$ cat src/rtl/axi4_lite_register_bank.sv
// AXI4-Lite slave register bank: 2**CLOG2_W registers of N bytes with byte strobes,
// read-only / write-one-to-clear registers, decode errors and per-register access pulses.
module axi4_lite_register_bank #(
    parameter int A       = 16,
    parameter int N       = 4,
    parameter int CLOG2_W = 4,
    parameter logic [(1 << CLOG2_W)-1:0] RO_MASK  = '0,
    parameter logic [(1 << CLOG2_W)-1:0] W1C_MASK = '0,
    parameter logic [N*8-1:0]            RST_VAL  = '0
) (
    input  logic                                   aclk,
    input  logic                                   areset,
    input  logic [A-1:0]                           awaddr,
    input  logic                                   awvalid,
    output logic                                   awready,
    input  logic [N*8-1:0]                         wdata,
    input  logic [N-1:0]                           wstrb,
    input  logic                                   wvalid,
    output logic                                   wready,
    output logic [1:0]                             bresp,
    output logic                                   bvalid,
    input  logic                                   bready,
    input  logic [A-1:0]                           araddr,
    input  logic                                   arvalid,
    output logic                                   arready,
    output logic [N*8-1:0]                         rdata,
    output logic [1:0]                             rresp,
    output logic                                   rvalid,
    input  logic                                   rready,
    output logic [(1 << CLOG2_W)-1:0][N*8-1:0]     register_out,
    input  logic [(1 << CLOG2_W)-1:0][N*8-1:0]     register_in,
    output logic [(1 << CLOG2_W)-1:0]              wr_pulse,
    output logic [(1 << CLOG2_W)-1:0]              rd_pulse
);

    localparam int W    = 1 << CLOG2_W;
    localparam int D    = N * 8;
    localparam int OFFS = $clog2(N);
    localparam int HI   = CLOG2_W + OFFS;

    localparam logic [1:0] RESP_OKAY   = 2'b00;
    localparam logic [1:0] RESP_SLVERR = 2'b10;

    // Handshake rule on every channel: a beat transfers on a rising edge where valid
    // and ready are both high; valid is never withdrawn by this slave before its beat.
    typedef enum logic {W_IDLE, W_RESP} w_state_t;
    typedef enum logic {R_IDLE, R_RESP} r_state_t;

    function automatic logic [CLOG2_W-1:0] addr_index(input logic [A-1:0] addr);
        return addr[HI-1:OFFS];
    endfunction

    function automatic logic addr_oob(input logic [A-1:0] addr);
        return (addr >> HI) != '0;
    endfunction

    function automatic logic [D-1:0] merge_bytes(input logic [D-1:0] old,
                                                 input logic [D-1:0] data,
                                                 input logic [N-1:0] strb,
                                                 input logic         w1c);
        logic [D-1:0] res;
        res = old;
        for (int b = 0; b < N; b++) begin
            if (strb[b]) begin
                res[b*8 +: 8] = w1c ? (old[b*8 +: 8] & ~data[b*8 +: 8]) : data[b*8 +: 8];
            end
        end
        return res;
    endfunction

    // Low address bits are don't-care by design.
    logic unused_addr_bits;
    assign unused_addr_bits = ^{awaddr, araddr};

    w_state_t         w_state, w_state_next;
    logic             aw_held, w_held;
    logic [A-1:0]     awaddr_q;
    logic [D-1:0]     wdata_q;
    logic [N-1:0]     wstrb_q;
    logic             aw_beat, w_beat, aw_have, w_have, commit, wr_ok;
    logic [A-1:0]     wr_addr;
    logic [D-1:0]     wr_data;
    logic [N-1:0]     wr_strb;
    logic [CLOG2_W-1:0] wr_idx;

    always_comb begin
        w_state_next = w_state;
        awready      = (w_state == W_IDLE) && !aw_held;
        wready       = (w_state == W_IDLE) && !w_held;
        bvalid       = (w_state == W_RESP);
        aw_beat      = awvalid && awready;
        w_beat       = wvalid && wready;
        aw_have      = aw_held || aw_beat;
        w_have       = w_held || w_beat;
        commit       = (w_state == W_IDLE) && aw_have && w_have;
        // A beat arriving this cycle is used directly so commit needs no extra cycle.
        wr_addr      = aw_held ? awaddr_q : awaddr;
        wr_data      = w_held ? wdata_q : wdata;
        wr_strb      = w_held ? wstrb_q : wstrb;
        wr_idx       = addr_index(wr_addr);
        wr_ok        = !addr_oob(wr_addr) && !RO_MASK[wr_idx];
        case (w_state)
            W_IDLE: if (commit) w_state_next = W_RESP;
            W_RESP: if (bready) w_state_next = W_IDLE;
            default: w_state_next = W_IDLE;
        endcase
    end

    always_ff @(posedge aclk) begin
        if (areset) begin
            w_state  <= W_IDLE;
            aw_held  <= 1'b0;
            w_held   <= 1'b0;
            awaddr_q <= '0;
            wdata_q  <= '0;
            wstrb_q  <= '0;
            bresp    <= RESP_OKAY;
            wr_pulse <= '0;
            for (int i = 0; i < W; i++) begin
                register_out[i] <= RST_VAL;
            end
        end else begin
            w_state  <= w_state_next;
            wr_pulse <= '0;
            if (commit) begin
                aw_held <= 1'b0;
                w_held  <= 1'b0;
                bresp   <= wr_ok ? RESP_OKAY : RESP_SLVERR;
                if (wr_ok) begin
                    register_out[wr_idx] <= merge_bytes(register_out[wr_idx], wr_data,
                                                        wr_strb, W1C_MASK[wr_idx]);
                    wr_pulse[wr_idx]     <= 1'b1;
                end
            end else begin
                if (aw_beat) begin
                    aw_held  <= 1'b1;
                    awaddr_q <= awaddr;
                end
                if (w_beat) begin
                    w_held  <= 1'b1;
                    wdata_q <= wdata;
                    wstrb_q <= wstrb;
                end
            end
        end
    end

    r_state_t           r_state, r_state_next;
    logic               ar_beat, rd_ok;
    logic [CLOG2_W-1:0] rd_idx;

    always_comb begin
        r_state_next = r_state;
        arready      = (r_state == R_IDLE);
        rvalid       = (r_state == R_RESP);
        ar_beat      = arvalid && arready;
        rd_idx       = addr_index(araddr);
        rd_ok        = !addr_oob(araddr);
        case (r_state)
            R_IDLE: if (ar_beat) r_state_next = R_RESP;
            R_RESP: if (rready) r_state_next = R_IDLE;
            default: r_state_next = R_IDLE;
        endcase
    end

    // Reads sample register_out before any same-edge write commit lands.
    always_ff @(posedge aclk) begin
        if (areset) begin
            r_state  <= R_IDLE;
            rdata    <= '0;
            rresp    <= RESP_OKAY;
            rd_pulse <= '0;
        end else begin
            r_state  <= r_state_next;
            rd_pulse <= '0;
            if (ar_beat) begin
                if (!rd_ok) begin
                    rdata <= '0;
                    rresp <= RESP_SLVERR;
                end else begin
                    rdata            <= RO_MASK[rd_idx] ? register_in[rd_idx] : register_out[rd_idx];
                    rresp            <= RESP_OKAY;
                    rd_pulse[rd_idx] <= 1'b1;
                end
            end
        end
    end

endmodule
$ cat config.mk
export PLATFORM = sky130hd
export DESIGN_NAME = axi4_lite_register_bank
export DESIGN_NICKNAME = d
export VERILOG_FILES = /design/src/rtl/axi4_lite_register_bank.sv
export SDC_FILE = /design/constraint.sdc
export NUM_CORES = 2
export LEC_CHECK = 0
export ABC_AREA = 0
export BUFFER_PORTS_ARGS = -buffer_cell sky130_fd_sc_hd__buf_2
export CAP_MARGIN = 25
export CELL_PAD_IN_SITES_DETAIL_PLACEMENT = 1
export CELL_PAD_IN_SITES_GLOBAL_PLACEMENT = 2
export CORE_AREA = 2 2 459 461
export CTS_BUF_LIST = sky130_fd_sc_hd__clkbuf_2 sky130_fd_sc_hd__clkbuf_4 sky130_fd_sc_hd__clkbuf_8
export DETAILED_ROUTE_END_ITERATION = 8
export DIE_AREA = 0 0 461 463
export GPL_TIMING_DRIVEN = 0
export HOLD_SLACK_MARGIN = 0.15
export PLACE_DENSITY = 0.46
export RECOVER_POWER = 100
export SETUP_SLACK_MARGIN = 0.1
export SLEW_MARGIN = 20
export SYNTH_ARGS = -nofsm -noshare
export SYNTH_HDL_FRONTEND = slang
export SYNTH_SLANG_ARGS = --single-unit
$ cat constraint.sdc
create_clock -name aclk -period 6.45 [get_ports aclk]
set_input_delay 1.29 -clock aclk [delete_from_list [all_inputs] [get_ports aclk]]
set_output_delay 1.29 -clock aclk [all_outputs]
set_load 0.02 [all_outputs]
==> impl_metrics.ini <==
[clock_tree]
ctsHtreeMaxLevel = 4
cts_root_buffer = clkbuf_8
cts_tree = built
cts_made_buffers = 143
ctsHoldBuffers = 0
cts_setup_buffers = 0
clock_sinks = 632
clk_latency_ps = 980
clkSlewWorstSetupHoldPaths_ps = 60
cts.repair.resized = 0
clockBufferDepth = 3

[power_and_ir_drop]
p_total_w = 0.01038
vdd_drop_max_uv = 224.5
total_leakage_power_nw = 12.87
p_per_area_nw_per_um2 = 237.9

[die]
num_io_pins = 1172
initial_core_util = 0.1615
core_sq_um = 208500
die_y_microns = 463
num_rows = 168
die_w_microns = 461
dieArea_sq_um = 213400

[setup_path]
worstPathArrival_ps = 6720
cp_max_fo = 10
startpoint_type = flip-flop
crit_required_ps = 7290
crit_type = reg -> reg
worst_setup_path_end_kind = flip-flop
r2r_slack_ps = 570

[timing]
drv_slew = 120
fin_crit_ps = 5876
fmax_ghz = 0.1702
worstMarginPinSlew_ps = 2003
period_share = 0.9111
setup_tns_ps = 0
clock_skew_ps = 71.09
rsz0062_at_grt = false
finalSetupViolCount = 0
relSlewSlack = -0.3353
hold_viol = 0

[logic_synthesis]
ys_seq_area_frac = 0.3758
synth_area_leader_cell = dfxtp_1
synth_flop_cell = dfxtp_1
async_flop_share = 0
ys_top_cells_by_area = dfxtp_1 38%, o221ai_1 13%, nand3b_1 12%, mux4_2 11%, o21ai_0 7.0%
synth_area_sq_um = 33670
avgSynthCellArea_sq_um = 9.926
synth_enable_flop_cells = 0
synthDistinctLibCells = 46
yosys_warnings = 0
ys_ff_latch = 632
syn_inst = 3392
synth.top_cell.area_share = 0.3758

[global_routing]
gr-usage-met3 = 0.1172
grt_usage = 0.3177
grt_util_met2 = 0.4417
grt_overflow = 0
top_usage_layer = met2
gr-usage-met1 = 0.4198
grt_max_degree = 17
grt_pass1_vias = 39290
grt_pass1_wl_mm = 443.4
antenna_found_initial = 87

[finish]
fill_cells = 24490
nets = 4825
drive_gt1_frac = 0.1798
syn_to_final_growth_pct = 29.54
seq_area_sq_um = 12650
multiInputGateArea_sq_um = 18940

[placed_design]
portBuffers = 648
gp_congestion = 0.9848
dp_hpwl_mm = 270.2

[hold_path]
min_path_type = reg -> reg

[detailed_routing]
final_antenna_net_count = 0
wirelength_mm = 353.3
routedWlPerCell_microns = 48.99
drcViolationCount = 0
via_per_inst = 5.805
drt_first_pass_iters = 6
vias = 41870
first_iter_violations = 6125

[status]
violations = max-capacitance violations, max-slew violations
outcome = complete, but fails checks

[job]
drv_cap = 13
==> path summary, 6_finish.rpt <==
kind | from | end | depth (start not counted)
worst max-delay path | awaddr_q[2]$_SDFFE_PP0P_ | register_out[393]$_SDFFE_PP0P_ | 9
worst min-delay path | wdata_q[27]$_SDFFE_PP0P_ | wdata_q[27]$_SDFFE_PP0P_ | 2
worst max register to register | awaddr_q[2]$_SDFFE_PP0P_ | register_out[393]$_SDFFE_PP0P_ | 9
worst min register to register | wdata_q[27]$_SDFFE_PP0P_ | wdata_q[27]$_SDFFE_PP0P_ | 2
==> cell families after synthesis <==
kind of cell / Yosys count / share of synthesized area
other: 1 / 0.0001114
DFF: 632 / 0.3758
AOI/OAI and AO/OA: 1267 / 0.2729
buffers and inverters: 458 / 0.05901
and+or+nand+nor: 824 / 0.1691
muxes: 210 / 0.1231
==> layout make-up <==
type | count | area share
multi-input combinational | 2303 | 0.4344
sequential | 632 | 0.2901
tap | 2805 | 0.08047
timing repair buffer | 700 | 0.07562
clock buffer | 219 | 0.06194
buffer | 452 | 0.04642
clock inverter | 31 | 0.006914
antenna | 64 | 0.003672
inverter | 6 | 0.0005164
==> synth_stat cells (8+ instances only) <==
master / n
buf_2: 70
buf_4: 36
nand3b_1: 516
a22o_1: 31
a211oi_2: 9
o221ai_1: 492
nand2_1: 168
buf_1: 37
o221ai_2: 20
mux4_2: 160
nor3_1: 12
mux2i_1: 18
a41o_1: 8
mux2_2: 32
nor4_4: 28
dfxtp_1: 632
a21oi_1: 40
o21ai_0: 471
a41oi_1: 120
nor2_1: 60
o21ai_1: 43
a211o_1: 16
clkbuf_1: 303
==> registers in the layout, summed over array words and instances, names as in the netlist <==
| register | cells |
|---|---|
| wdata_q | 32 |
| awaddr_q | 14 |
| w_held | 1 |
| rvalid | 1 |
| bvalid | 1 |
| wstrb_q | 4 |
| rd_pulse | 16 |
| bresp | 1 |
| rresp | 1 |
| register_out | 512 |
| rdata | 32 |
| wr_pulse | 16 |
| aw_held | 1 |
==> routing by layer <==
layer  wire length (microns)  vias up  share of wire
li1                        -    15550              -
met3                   43500      750           0.12
met4                   22060       34          0.062
met5                     222        -        0.00063
met1                  146500    22100           0.41
met2                  141100     3426           0.40
==> worst max-delay path, cell delays in order (launching register included) <==
cell and delay [ps]:
dfxtp_1 370, nor3b_1 500, clkbuf_1 470, clkbuf_1 710
clkbuf_1 1170, o211ai_2 390, a211oi_1 860, buf_4 330
nand2_1 550, o221ai_1 400
==> per-stage QoR <==
step / cells / worst slack [ps] / util / instance area [sq um] / hold WS [ps]
finish: 7212 / 573.5 / 0.2092 / 43610 / 453.4
global route: 7171 / 858.8 / 0.2087 / 43510 / 469.0
CTS: 7140 / 1783 / 0.2125 / 44320 / 454.7
detailed placement: 6890 / 917.7 / 0.1981 / 41310 / 445.2
global placement: 6846 / 48.90 / 0.1939 / 40430 / 438.6
floorplan: 3393 / 2971 / - / 33670 / 432.9
==> layout by cell type (no fill, tap or decap), drive strengths merged, types with 2 or more instances in the layout <==
| cell type | count |
|---|---|
| nor3b | 4 |
| dfxtp | 632 |
| nor2 | 61 |
| a41oi | 120 |
| o21ai | 514 |
| or3 | 2 |
| nor4bb | 4 |
| clkinv | 14 |
| a41o | 8 |
| nand3b | 516 |
| a22o | 31 |
| mux2 | 32 |
| nor3 | 13 |
| clkinvlp | 6 |
| nand2b | 6 |
| a21oi | 40 |
| nand3 | 5 |
| diode | 64 |
| bufinv | 4 |
| conb | 2 |
| o221ai | 512 |
| o211ai | 5 |
| mux2i | 18 |
| inv | 13 |
| buf | 219 |
| nor4 | 33 |
| nand2 | 168 |
| and3b | 5 |
| a211oi | 16 |
| nor2b | 5 |
| a211o | 16 |
| mux4 | 160 |
| clkbuf | 1152 |
==> power by group <==
part / internal [W] / leakage, nW / switching [W]
Sequential: 0.00393 / 5.09 / 0.0000190
Combinational: 0.000260 / 6.18 / 0.00101
Clock: 0.00283 / 1.59 / 0.00234
(Power assumes the default switching activity.)
